File: src/rtl/lsu_sram_pkg.sv
// Shared types, default parameters and width helpers for the LSU-to-SRAM bridge.
package lsu_sram_pkg;

  typedef enum logic [1:0] {
    IDLE   = 2'd0,
    ACCESS = 2'd1,
    RESP   = 2'd2
  } state_e;

  localparam int DEF_CPU_DW      = 32;
  localparam int DEF_SRAM_DW     = 16;
  localparam int DEF_ADDR_W      = 18;
  localparam int DEF_WAIT_CYCLES = 0;

  function automatic int clog2_f(input int n);
    int r;
    r = 0;
    for (int i = 0; i < 31; i++) begin
      if ((1 << i) < n) r = i + 1;
    end
    return r;
  endfunction

  function automatic int beats_f(input int cpu_dw, input int sram_dw);
    return cpu_dw / sram_dw;
  endfunction

  // Beat index register is kept at least one bit wide even for a single beat.
  function automatic int idx_w_f(input int beats);
    return (beats > 1) ? clog2_f(beats) : 1;
  endfunction

endpackage

File: src/rtl/lsu_sram_wait_timer.sv
// Per-beat wait-state timer: reloaded at the start of every beat, beat_done
// marks the last cycle of the beat.
module sram_wait_timer #(
  parameter int WAIT_CYCLES = 0
) (
  input  logic clk,
  input  logic reset,
  input  logic load,
  output logic beat_done
);

  generate
    if (WAIT_CYCLES == 0) begin : g_none
      logic unused_in;
      assign unused_in = ^{clk, reset, load};
      assign beat_done = 1'b1;
    end else begin : g_cnt
      localparam int CW = $clog2(WAIT_CYCLES + 1);
      logic [CW-1:0] cnt;

      always_ff @(posedge clk) begin
        if (!reset) begin
          cnt <= '0;
        end else if (load) begin
          cnt <= CW'(WAIT_CYCLES);
        end else if (cnt != '0) begin
          cnt <= cnt - 1'b1;
        end
      end

      assign beat_done = (cnt == '0);
    end
  endgenerate

endmodule

File: src/rtl/lsu_sram_bridge.sv
// Bridge from the core load/store port to an async SRAM: one CPU word is split
// into SRAM_DW beats, each held for WAIT_CYCLES+1 cycles.
//
// state  | meaning
// IDLE   | req_ready high, waiting for a request
// ACCESS | driving one SRAM beat, WAIT_CYCLES+1 cycles per beat
// RESP   | one-cycle rsp_valid pulse, SRAM controls inactive
module lsu_sram_bridge
  import lsu_sram_pkg::*;
#(
  parameter int CPU_DW      = DEF_CPU_DW,
  parameter int SRAM_DW     = DEF_SRAM_DW,
  parameter int ADDR_W      = DEF_ADDR_W,
  parameter int WAIT_CYCLES = DEF_WAIT_CYCLES
) (
  input  logic                   clk,
  input  logic                   reset,
  input  logic                   req_valid,
  output logic                   req_ready,
  input  logic                   req_we,
  input  logic [31:0]            req_addr,
  input  logic [CPU_DW-1:0]      req_wdata,
  input  logic [CPU_DW/8-1:0]    req_be,
  output logic                   rsp_valid,
  output logic [CPU_DW-1:0]      rsp_rdata,
  output logic [ADDR_W-1:0]      SRAM_ADDR,
  output logic [SRAM_DW-1:0]     SRAM_D,
  input  logic [SRAM_DW-1:0]     SRAM_Q,
  output logic                   SRAM_CE_N,
  output logic                   SRAM_WE_N,
  output logic                   SRAM_OE_N,
  output logic [SRAM_DW/8-1:0]   SRAM_BE_N
);

  localparam int BEATS = beats_f(CPU_DW, SRAM_DW);
  localparam int BL    = clog2_f(BEATS);
  localparam int BW    = idx_w_f(BEATS);
  localparam int SB    = clog2_f(SRAM_DW / 8);
  localparam int LB    = SRAM_DW / 8;
  localparam int CB    = CPU_DW / 8;

  localparam logic [1:0] S_IDLE   = IDLE;
  localparam logic [1:0] S_ACCESS = ACCESS;
  localparam logic [1:0] S_RESP   = RESP;

  logic [1:0]         state, state_n;
  logic [BW-1:0]      beat, beat_n;
  logic               we_r;
  logic [ADDR_W-1:0]  addr_r;
  logic [CPU_DW-1:0]  wdata_r, rdata;
  logic [CB-1:0]      be_r;
  logic               beat_done, drive, stop, found;
  logic [BW-1:0]      idx;
  logic               src_we;
  logic [ADDR_W-1:0]  src_addr, out_addr, sram_addr_r;
  logic [CPU_DW-1:0]  src_wdata;
  logic [CB-1:0]      src_be;
  logic [SRAM_DW-1:0] out_d, sram_d_r;
  logic [LB-1:0]      out_be_n, sram_be_n_r;
  logic               ce_n_r, we_n_r, oe_n_r;
  logic               unused_addr;

  assign unused_addr = ^req_addr;

  // Lowest beat at or above 'from' with any byte enabled; MSB of result = found.
  function automatic logic [BW:0] next_en(input logic [CB-1:0] be_v, input int from);
    logic          f;
    logic [BW-1:0] b_idx;
    f     = 1'b0;
    b_idx = '0;
    for (int b = BEATS - 1; b >= 0; b--) begin
      if (b >= from && (|be_v[b*LB +: LB])) begin
        f     = 1'b1;
        b_idx = BW'(b);
      end
    end
    return {f, b_idx};
  endfunction

  sram_wait_timer #(.WAIT_CYCLES(WAIT_CYCLES)) u_timer (
    .clk       (clk),
    .reset     (reset),
    .load      (drive),
    .beat_done (beat_done)
  );

  always_comb begin
    state_n   = state;
    beat_n    = beat;
    drive     = 1'b0;
    stop      = 1'b0;
    found     = 1'b0;
    idx       = '0;
    src_we    = we_r;
    src_addr  = addr_r;
    src_wdata = wdata_r;
    src_be    = be_r;

    case (state)
      S_IDLE: begin
        if (req_valid) begin
          src_we    = req_we;
          src_addr  = req_addr[ADDR_W-1+SB -: ADDR_W];
          src_wdata = req_wdata;
          src_be    = req_be;
          {found, idx} = req_we ? next_en(req_be, 0) : {1'b1, {BW{1'b0}}};
          if (found) begin
            state_n = S_ACCESS;
            beat_n  = idx;
            drive   = 1'b1;
          end else begin
            state_n = S_RESP;
          end
        end
      end
      S_ACCESS: begin
        if (beat_done) begin
          if (!we_r) begin
            found = (int'(beat) < BEATS - 1);
            idx   = beat + 1'b1;
          end else begin
            {found, idx} = next_en(be_r, int'(beat) + 1);
          end
          if (found) begin
            beat_n = idx;
            drive  = 1'b1;
          end else begin
            state_n = S_RESP;
            stop    = 1'b1;
          end
        end
      end
      S_RESP:  state_n = S_IDLE;
      default: state_n = S_IDLE;
    endcase

    // Low address bits select the beat within the CPU word.
    out_addr = src_addr;
    for (int i = 0; i < BL; i++) out_addr[i] = beat_n[i];
    out_d    = src_wdata[int'(beat_n)*SRAM_DW +: SRAM_DW];
    out_be_n = src_we ? ~src_be[int'(beat_n)*LB +: LB] : '0;
  end

  always_ff @(posedge clk) begin
    if (!reset) begin
      state       <= S_IDLE;
      beat        <= '0;
      we_r        <= 1'b0;
      addr_r      <= '0;
      wdata_r     <= '0;
      be_r        <= '0;
      rdata       <= '0;
      sram_addr_r <= '0;
      sram_d_r    <= '0;
      ce_n_r      <= 1'b1;
      we_n_r      <= 1'b1;
      oe_n_r      <= 1'b1;
      sram_be_n_r <= '1;
    end else begin
      state <= state_n;
      beat  <= beat_n;
      if (state == S_IDLE && req_valid) begin
        we_r    <= req_we;
        addr_r  <= req_addr[ADDR_W-1+SB -: ADDR_W];
        wdata_r <= req_wdata;
        be_r    <= req_be;
      end
      if (state == S_ACCESS && beat_done && !we_r) begin
        rdata[int'(beat)*SRAM_DW +: SRAM_DW] <= SRAM_Q;
      end
      if (drive) begin
        sram_addr_r <= out_addr;
        ce_n_r      <= 1'b0;
        we_n_r      <= !src_we;
        oe_n_r      <= src_we;
        sram_be_n_r <= out_be_n;
        if (src_we) sram_d_r <= out_d;
      end else if (stop) begin
        ce_n_r      <= 1'b1;
        we_n_r      <= 1'b1;
        oe_n_r      <= 1'b1;
        sram_be_n_r <= '1;
      end
    end
  end

  assign req_ready = (state == S_IDLE);
  assign rsp_valid = (state == S_RESP);
  assign rsp_rdata = rdata;
  assign SRAM_ADDR = sram_addr_r;
  assign SRAM_D    = sram_d_r;
  assign SRAM_CE_N = ce_n_r;
  assign SRAM_WE_N = we_n_r;
  assign SRAM_OE_N = oe_n_r;
  assign SRAM_BE_N = sram_be_n_r;

endmodule

File: config.mk
export PLATFORM = sky130hd
export DESIGN_NAME = lsu_sram_bridge
export DESIGN_NICKNAME = d
export VERILOG_FILES = /design/src/rtl/lsu_sram_pkg.sv /design/src/rtl/lsu_sram_wait_timer.sv /design/src/rtl/lsu_sram_bridge.sv
export SDC_FILE = /design/constraint.sdc
export NUM_CORES = 1
export LEC_CHECK = 0
export ABC_AREA = 0
export ABC_CLOCK_PERIOD_IN_PS = 2800
export CORE_ASPECT_RATIO = 0.7
export CORE_UTILIZATION = 25
export CTS_BUF_LIST = sky130_fd_sc_hd__clkbuf_2 sky130_fd_sc_hd__clkbuf_4 sky130_fd_sc_hd__clkbuf_8
export CTS_CLUSTER_DIAMETER = 30
export CTS_CLUSTER_SIZE = 16
export DETAILED_ROUTE_END_ITERATION = 7
export SLEW_MARGIN = 20
export SYNTH_ARGS = -nofsm -noshare
export SYNTH_HDL_FRONTEND = slang
export SYNTH_SLANG_ARGS = --single-unit
File: constraint.sdc
create_clock -name clk -period 2.8 [get_ports clk]
set_clock_uncertainty 0.2 [all_clocks]
set_input_delay 0.42 -clock clk [delete_from_list [all_inputs] [get_ports clk]]
set_output_delay 0.42 -clock clk [all_outputs]
set_load 0.02 [all_outputs]
==> impl_metrics.json, run 1 <==
{
  "status": "finished, final reports clean",
  "syn_nets": 633,
  "ff2ff_path_depth": 4,
  "numCtsBuffers": 17,
  "async_flop_share_pct": 0,
  "synth.cell_area_um2": 5300,
  "cp_cell_sequence": "clkdlybuf4s50_1 -> nor3b_4 -> buf_4 -> mux2_2 -> a211oi_1 -> o41ai_2",
  "cp-end-kind": "register",
  "synth_edf_count": 0,
  "hold_path_class": "register to register",
  "synth_cell_type_count": 46,
  "cp.buffers_inverters": 2,
  "gr-usage-all-layers_pct": 14.5,
  "nFillCells": 2083,
  "critPathSlowestCell": "clkdlybuf4s50_1",
  "grt_max_degree": 40,
  "finalCriticalPeriod_ns": 2.41,
  "drtAntennaViolNets": 0,
  "grt_pass1_vias": 4308,
  "gp_congestion": 0.782,
  "drv_cap": 0,
  "cts_setup_buffers": 0,
  "hpwl_mm": 10.9,
  "finalMaxSlewViolations": 0,
  "cpPeakStageDelay_ns": 0.52,
  "cellLeakagePower_nw": 2.71,
  "avgViaCountPerCell": 4.64,
  "tritoncts": "done",
  "syn-instance-count": 545,
  "ios": 161,
  "synth-main-ff-cell": "dfxtp_1",
  "antenna_found_initial": 0,
  "area_delta_synth_final_pct": 42.1,
  "numPortBuffers": 145,
  "worst_hold_slack_ns": 0.256,
  "synth_top_cell_area_share_pct": 48.4,
  "slew_headroom_pct": 48.0,
  "critPathLaunchType": "input port",
  "setup_violations": 0,
  "yosys.area.top_type": "dfxtp_1",
  "die_width_um": 176,
  "avgSynthCellArea_um2": 9.72,
  "cts_sinks": 128,
  "crit_family": "buffers and inverters",
  "dr_total_vias": 4533,
  "grt_pass1_wl_mm": 24.0,
  "die_area_um2": 21800,
  "post-synth-top-count-cell": "dfxtp_1",
  "wl_per_cell_um": 15.8,
  "ir_drop_v": 0.000236,
  "ys_ff_latch": 128,
  "row_count": 44,
  "path_depth": 6,
  "drt_iter0_drc": 262,
  "synthTopCellsByArea": "dfxtp_1 (48%), a211oi_1 (6.8%), mux2_2 (6.4%)",
  "hold_viol": 0,
  "wl_mm": 15.4,
  "whs_path_depth": 2,
  "critical_path_required_ns": 2.92,
  "drive_gt1_share_pct": 16.7,
  "layout.nets": 775,
  "cts_buffer_depth": 2,
  "tightest_slew_ns": 0.780,
  "drtPass1Iterations": 4,
  "worst_ep_arrival_time_ns": 2.53,
  "synth_warnings": 0,
  "clock_latency_ns": 0.45,
  "ctsHtreeMaxLevel": 4,
  "path_clk_slew_ns": 0.08,
  "core_um2": 20800,
  "powerDensity_nw_per_um2": 647,
  "finalCritPeriodShare_pct": 86.1,
  "root_buffer": "clkbuf_8",
  "rsz0062_at_grt": "false",
  "detail_route.drc_violations": 0,
  "cp_max_fo": 21,
  "die_h_um": 124,
  "fmax_mhz": 415,
  "num_antenna_cells": 0,
  "grt-ovfl-total": 0,
  "synth_top_cells_by_count": "dfxtp_1 (128), nand2_1 (74), a211oi_1 (48), a21oi_1 (40), clkbuf_1 (32)",
  "initial_core_util_pct": 25.5,
  "ys_seq_area_share_pct": 48.4,
  "fin_util_pct": 36.3,
  "critPathKind": "input port to register"
}
placed cells by master (no fill, tap or decap), types with 4 or more instances in the layout:
cell type,count
a211oi_1,48
a21oi_1,39
and2_1,30
buf_4,28
clkbuf_8,18
clkdlybuf4s50_1,145
clkinvlp_4,4
dfxtp_1,128
mux2_2,30
mux2i_1,21
nand2_1,73
nor2_1,28
nor3_1,18
o2111ai_1,15
o21ai_0,5
o41ai_1,6
o41ai_2,9
tightest hold or removal path, stage by stage (launching register included):
cell and delay [ns]:
dfxtp_1 0.31, nand2_1 0.05, a21oi_1 0.05
per-stage QoR:
stage               instances  TNS, ns  worst slack [ns]  area (um2)  total power, W
detailed placement        944   -0.151           -0.0535        7130         0.00331
floorplan                 545        0             0.655        5300         0.00279
global route              976        0             0.239        7530         0.00513
global placement          944    -3.27            -0.315        7120         0.00330
CTS                       976        0             0.108        7530         0.00495
finish                    976        0             0.391        7530         0.00487
what timing repair did:
item	CTS	global route
endpoints found under the setup margin	0	7
resized for setup	0	1
hold buffers	0	0
sequential cells by signal, summed over array words and instances (netlist names), 2 cells and up:
signal     cells
SRAM_BE_N      2
SRAM_D        16
state          2
be_r           4
addr_r        17
wdata_r       32
SRAM_ADDR     18
rsp_rdata     32
logic make-up after synthesis:
| kind of cell | synth area share (%) |
|---|---|
| AOI/OAI and AO/OA | 20.5 |
| buffers and inverters | 5.08 |
| DFF | 48.4 |
| muxes | 10.3 |
| and+or+nand+nor | 15.7 |
report_power, final:
group | internal [W] | switching, W | leakage (nW)
logic | 0.000565 | 0.000630 | 1.46
registers | 0.00198 | 0.0000858 | 1.05
clock network | 0.000838 | 0.000775 | 0.193
total | 0.00338 | 0.00149 | 2.71
area by class of cell:
cell class	instances	area, um2	area share, %
Sequential cell	128	2560	34.0
Multi-Input combinational cell	362	2490	33.1
Tap cell	276	345	4.59
Clock buffer	20	263	3.49
Timing Repair Buffer	176	1720	22.9
Clock inverter	12	135	1.79
Inverter	2	7.51	0.0997
per-layer routing:
layer	part of all wire [%]	track usage, %	vias up
li1	-	-	2240
met1	50	20.3	2116
met2	40	19.8	161
met3	8.8	5.68	16
met4	1.3	5.16	0
met5	0	0	-
path summary, 6_finish.rpt:
check	startpoint	to	slack (ns)
max	req_valid	SRAM_D[0]	0.39
min	rsp_rdata[5]	rsp_rdata[5]	0.26
max reg2reg	we_r	SRAM_ADDR[13]	0.44
min reg2reg	rsp_rdata[5]	rsp_rdata[5]	0.26
Note: power is estimated with default switching activity, not from simulation.
==> inputs of run 2 (changes only) <==
--- a/config.mk
+++ b/config.mk
@@ -8,11 +8,12 @@
 export ABC_AREA = 0
 export ABC_CLOCK_PERIOD_IN_PS = 2800
 export CORE_ASPECT_RATIO = 0.7
-export CORE_UTILIZATION = 25
+export CORE_UTILIZATION = 49
 export CTS_BUF_LIST = sky130_fd_sc_hd__clkbuf_2 sky130_fd_sc_hd__clkbuf_4 sky130_fd_sc_hd__clkbuf_8
 export CTS_CLUSTER_DIAMETER = 30
 export CTS_CLUSTER_SIZE = 16
 export DETAILED_ROUTE_END_ITERATION = 7
+export PLACE_DENSITY = 0.83
 export SLEW_MARGIN = 20
 export SYNTH_ARGS = -nofsm -noshare
 export SYNTH_HDL_FRONTEND = slang
==> run 2 against run 1 <==
Combinational power about the same. Critical path type is now register to register. Hold slack worse by 0.00092 ns. Largest power group unchanged. Register-to-register slack got worse by 0.13 ns.
==> impl_metrics.json, run 2 (synthesis gave the netlist of run 1 again) <==
{
  "status": "finished, final reports clean",
  "tritoncts": "done",
  "ctsHtreeMaxLevel": 4,
  "hold_viol": 0,
  "p_sw_w": 0.00139,
  "worst_hold_slack_ns": 0.255,
  "cts_hold_buffers": 0,
  "reg2reg_to": "SRAM_ADDR[3]",
  "grt-ovfl-total": 0,
  "numPortBuffers": 145,
  "initial_core_util_pct": 50.8,
  "wl_mm": 14.1,
  "critPathLaunchType": "register",
  "cts_sinks": 128,
  "worstSetupStartpoint": "state[0]",
  "clock_latency_ns": 0.43,
  "ir_drop_v": 0.000413,
  "wl_per_cell_um": 17.1,
  "powerDensity_nw_per_um2": 653,
  "area_delta_synth_final_pct": 37.2,
  "rrSetupSlack_ns": 0.31,
  "ff2ff_path_depth": 5,
  "drive_gt1_share_pct": 15.5,
  "clkPwrFrac_pct": 31.1,
  "final_common_cell": "clkdlybuf4s50_1",
  "slew_headroom_pct": 33.3,
  "gr-usage-all-layers_pct": 25.4,
  "grt_max_degree": 74,
  "hold_path_class": "register to register",
  "critPathKind": "register to register",
  "finalMaxSlewViolations": 0,
  "swShare_pct": 29.2,
  "intPower_w": 0.00336,
  "drt_iter0_drc": 313,
  "layout.nets": 769,
  "cp_cell_sequence": "nand2b_1 -> nor3_4 -> buf_4 -> nor3_1 -> a211oi_1",
  "drtPass1Iterations": 5,
  "cellLeakagePower_nw": 2.67,
  "critPathSlowestCell": "nor3_4",
  "cts_buffer_depth": 2,
  "dr_total_vias": 4701,
  "hpwl_mm": 9.90,
  "grt_pass1_vias": 4359,
  "ios": 161,
  "cts_setup_buffers": 0,
  "die_area_um2": 11200,
  "avgViaCountPerCell": 5.71,
  "drv_cap": 0,
  "die_width_um": 126,
  "most-common-layout-cells": "clkdlybuf4s50_1 (145), dfxtp_1 (128), nand2_1 (74)",
  "cp_max_fo": 26,
  "finalCriticalPeriod_ns": 2.49,
  "row_count": 31,
  "tns_ns": 0,
  "whs_path_depth": 2,
  "min_to": "rsp_rdata[12]",
  "core_um2": 10400,
  "drtAntennaViolNets": 0,
  "die_h_um": 89.0,
  "nFillCells": 771,
  "root_buffer": "clkbuf_8",
  "critical_path_required_ns": 2.93,
  "grt_pass1_wl_mm": 21.9,
  "cts-resized-gates": 0,
  "cp-end-kind": "register",
  "pwr-share-seq_pct": 43.7,
  "finalCritPeriodShare_pct": 89.0,
  "numCtsBuffers": 17,
  "num_antenna_cells": 0,
  "regToRegStartpoint": "state[0]",
  "tightest_slew_ns": 0.995,
  "antenna_found_initial": 0,
  "fmax_mhz": 401,
  "p_comb_share_pct": 25.2,
  "rsz0062_at_grt": "false",
  "min-delay-start": "rsp_rdata[12]",
  "detail_route.drc_violations": 0,
  "setup_violations": 0,
  "path_clk_slew_ns": 0.07,
  "cpPeakStageDelay_ns": 0.80,
  "worst_ep_arrival_time_ns": 2.62,
  "gp_congestion": 0.829
}
## run 2: critical path, delay by kind of cell, from the launching register on
| family | cells | cell delay [ns] |
|---|---|---|
| AND/OR/NAND/NOR | 3 | 1.13 |
| buffers and inverters | 1 | 0.33 |
| flip-flops | 1 | 0.49 |
| AO/OA/AOI/OAI | 1 | 0.25 |
## run 2: worst max-delay path by stage
stage                    to  depth (start not counted)
3_3_place_gp      SRAM_D[4]                          6
6_report       SRAM_ADDR[3]                          5
3_5_place_dp      SRAM_D[9]                          7
4_1_cts        SRAM_ADDR[3]                          5
2_1_floorplan     SRAM_D[0]                          7
5_1_grt        SRAM_ADDR[3]                          5
## run 2: final cells by class
type / instances / area [um2] / share of cell area, %
Clock inverter: 6 / 57.6 / 0.792
Clock buffer: 24 / 312 / 4.29
Tap cell: 132 / 165 / 2.27
Multi-Input combinational cell: 362 / 2490 / 34.2
Timing Repair Buffer: 170 / 1680 / 23.1
Sequential cell: 128 / 2560 / 35.3
Inverter: 2 / 7.51 / 0.103
## run 2: stage by stage
step / instance area (um2) / util (%) / setup slack [ns] / power [W] / instances
floorplan: 5300 / - / 0.655 / 0.00279 / 545
global placement: 6900 / 66.1 / 0.170 / 0.00325 / 794
detailed placement: 6900 / 66.1 / 0.0927 / 0.00329 / 794
CTS: 7270 / 69.7 / 0.302 / 0.00475 / 824
global route: 7270 / 69.7 / 0.0611 / 0.00496 / 824
finish: 7270 / 69.7 / 0.309 / 0.00474 / 824
## run 2: power groups by stage
stage	clock network (W)	logic, W	registers (W)
6_report	0.00148	0.00120	0.00207
5_1_grt	0.00159	0.00127	0.00209
4_1_cts	0.00149	0.00119	0.00207
3_5_place_dp	0	0.00119	0.00211
3_3_place_gp	0	0.00115	0.00210
2_1_floorplan	0	0.000595	0.00220
## run 2: metal layers
metal  vias up  share of wire, %  track usage, %
li1       2229                 -               -
met1      2255                45            32.8
met2       201                47            41.1
met3        16               7.7            7.48
met4         0               1.1            8.87
met5         -                 0               0
==> inputs of run 3 (changes only) <==
--- a/config.mk
+++ b/config.mk
@@ -7,13 +7,16 @@
 export LEC_CHECK = 0
 export ABC_AREA = 0
 export ABC_CLOCK_PERIOD_IN_PS = 2800
+export CELL_PAD_IN_SITES_DETAIL_PLACEMENT = 1
+export CELL_PAD_IN_SITES_GLOBAL_PLACEMENT = 1
 export CORE_ASPECT_RATIO = 0.7
-export CORE_UTILIZATION = 49
+export CORE_UTILIZATION = 36
 export CTS_BUF_LIST = sky130_fd_sc_hd__clkbuf_2 sky130_fd_sc_hd__clkbuf_4 sky130_fd_sc_hd__clkbuf_8
 export CTS_CLUSTER_DIAMETER = 30
 export CTS_CLUSTER_SIZE = 16
 export DETAILED_ROUTE_END_ITERATION = 7
-export PLACE_DENSITY = 0.83
+export PLACE_DENSITY = 0.85
+export SKIP_LAST_GASP = 1
 export SLEW_MARGIN = 20
 export SYNTH_ARGS = -nofsm -noshare
 export SYNTH_HDL_FRONTEND = slang
==> run 3 against run 2 <==
Flip-flop and latch count unchanged. Largest power group unchanged. Critical path type is now input port to register. Via count increased by 1.3%. First-iteration DRC count decreased by 24%. Final cell count increased by 7.8%.
==> impl_metrics.json, run 3 (synthesis gave the netlist of run 1 again) <==
{
  "multiInputGateArea_um2": 2490,
  "cts_setup_buffers": 0,
  "worst_slack_ns": 0.237,
  "critPathLaunchType": "input port",
  "antenna_found_initial": 0,
  "nFillCells": 1572,
  "intPower_w": 0.00367,
  "fmax_mhz": 390,
  "area_delta_synth_final_pct": 41.4,
  "pwr-share-seq_pct": 39.9,
  "p_sw_w": 0.00153,
  "core_um2": 14100,
  "drive_gt1_share_pct": 16.5,
  "ir_drop_v": 0.000344,
  "cts_hold_buffers": 0,
  "ios": 161,
  "die_area_um2": 15200,
  "row_count": 36,
  "die_h_um": 103,
  "drtPass1Iterations": 4,
  "rsz0062_at_grt": "false",
  "clock_latency_ns": 0.45,
  "cp_max_fo": 18,
  "finalMaxSlewViolations": 0,
  "powerDensity_nw_per_um2": 694,
  "avgViaCountPerCell": 5.36,
  "grt-ovfl-total": 0,
  "tritoncts": "done",
  "critical_path_required_ns": 2.91,
  "status": "finished, final reports clean",
  "final_common_cell": "clkdlybuf4s50_1",
  "slew_headroom_pct": 29.3,
  "pre_cts_ws_ns": -0.275,
  "wl_per_cell_um": 19.6,
  "initial_core_util_pct": 37.4,
  "numCtsBuffers": 17,
  "numPortBuffers": 145,
  "clkPwrFrac_pct": 36.0,
  "setup_violations": 0,
  "tightest_slew_ns": 1.06,
  "cts_sinks": 128,
  "die_width_um": 147,
  "cellLeakagePower_nw": 2.74,
  "dr_total_vias": 4764,
  "layout.nets": 774,
  "hpwl_mm": 12.0,
  "detail_route.drc_violations": 0,
  "drv_cap": 0,
  "drt_iter0_drc": 239,
  "cts_buffer_depth": 2,
  "grt_pass1_vias": 4925,
  "hold_path_class": "register to register",
  "cp-end-kind": "register",
  "swShare_pct": 29.4,
  "path_clk_slew_ns": 0.08,
  "stdcell_area_um2": 7490,
  "drtAntennaViolNets": 0,
  "grt_pass1_wl_mm": 26.4,
  "grt_max_degree": 54,
  "num_antenna_cells": 0,
  "dpl-instance-area_um2": 7020,
  "most-common-layout-cells": "clkdlybuf4s50_1 (145), dfxtp_1 (128), nand2_1 (73)",
  "ctsHtreeMaxLevel": 4,
  "fin_total_pwr_w": 0.00519,
  "gr-usage-all-layers_pct": 22.8,
  "critPathKind": "input port to register",
  "gp_congestion": 0.815,
  "root_buffer": "clkbuf_8",
  "p_comb_share_pct": 24.1,
  "worst_ep_arrival_time_ns": 2.68,
  "finalCritPeriodShare_pct": 91.5,
  "finalCriticalPeriod_ns": 2.56,
  "seqCellArea_um2": 2560,
  "wl_mm": 17.4,
  "hold_viol": 0
}
## run 3: final cells by class
cell class                 instances  share of cell area [%]
clock inverter                    10                    2.46
sequential                       128                    34.2
multi-input combinational        362                    33.3
timing repair buffer             175                    23.1
inverter                           2                   0.100
clock buffer                      21                    3.69
tap                              190                    3.17
## run 3: power groups by stage
stage | registers (W) | clock network, W | logic (W)
2_1_floorplan | 0.00220 | 0 | 0.000595
3_3_place_gp | 0.00210 | 0 | 0.00118
3_5_place_dp | 0.00211 | 0 | 0.00123
4_1_cts | 0.00207 | 0.00189 | 0.00125
5_1_grt | 0.00209 | 0.00196 | 0.00133
6_report | 0.00207 | 0.00187 | 0.00125
## run 3: critical path: stages
cell	delay (ns)
clkdlybuf4s50_1	0.48
nor3b_4	0.37
buf_4	0.32
buf_4	0.16
nand2_2	0.05
o21a_1	0.22
buf_12	0.16
o41ai_1	0.46
## run 3: worst paths after layout
kind,from,to,slack (ns),depth (start not counted)
setup / recovery,req_valid,SRAM_D[11],0.24,8
setup reg to reg,state[1],SRAM_D[11],0.24,7
hold / removal,rsp_rdata[10],rsp_rdata[10],0.26,2
hold reg to reg,rsp_rdata[10],rsp_rdata[10],0.26,2
## run 3: timing repair
| item | 4_1_cts | 5_1_grt |
|---|---|---|
| endpoints found under the hold margin | 0 | 0 |
| setup endpoints to repair | 0 | 15 |
| gates resized for setup | 0 | 1 |
## run 3: per-stage QoR
stage                     util [%]  hold WS [ns]  setup TNS, ns  std cells
after CTS                     52.9         0.263              0        888
after detailed placement      49.6         0.253          -3.14        857
after floorplan                  -         0.241              0        545
final                         52.9         0.260              0        888
after global placement        49.6         0.242          -1.14        857
after global routing          52.9         0.281              0        888
## run 3: per-layer routing
| metal | routed length [um] | global-route usage (%) | vias up |
|---|---|---|---|
| met5 | 0 | 0 | - |
| met4 | 354 | 9.12 | 0 |
| met3 | 1210 | 6.58 | 31 |
| met2 | 7950 | 37.7 | 179 |
| met1 | 7920 | 28.5 | 2318 |
| li1 | - | - | 2236 |
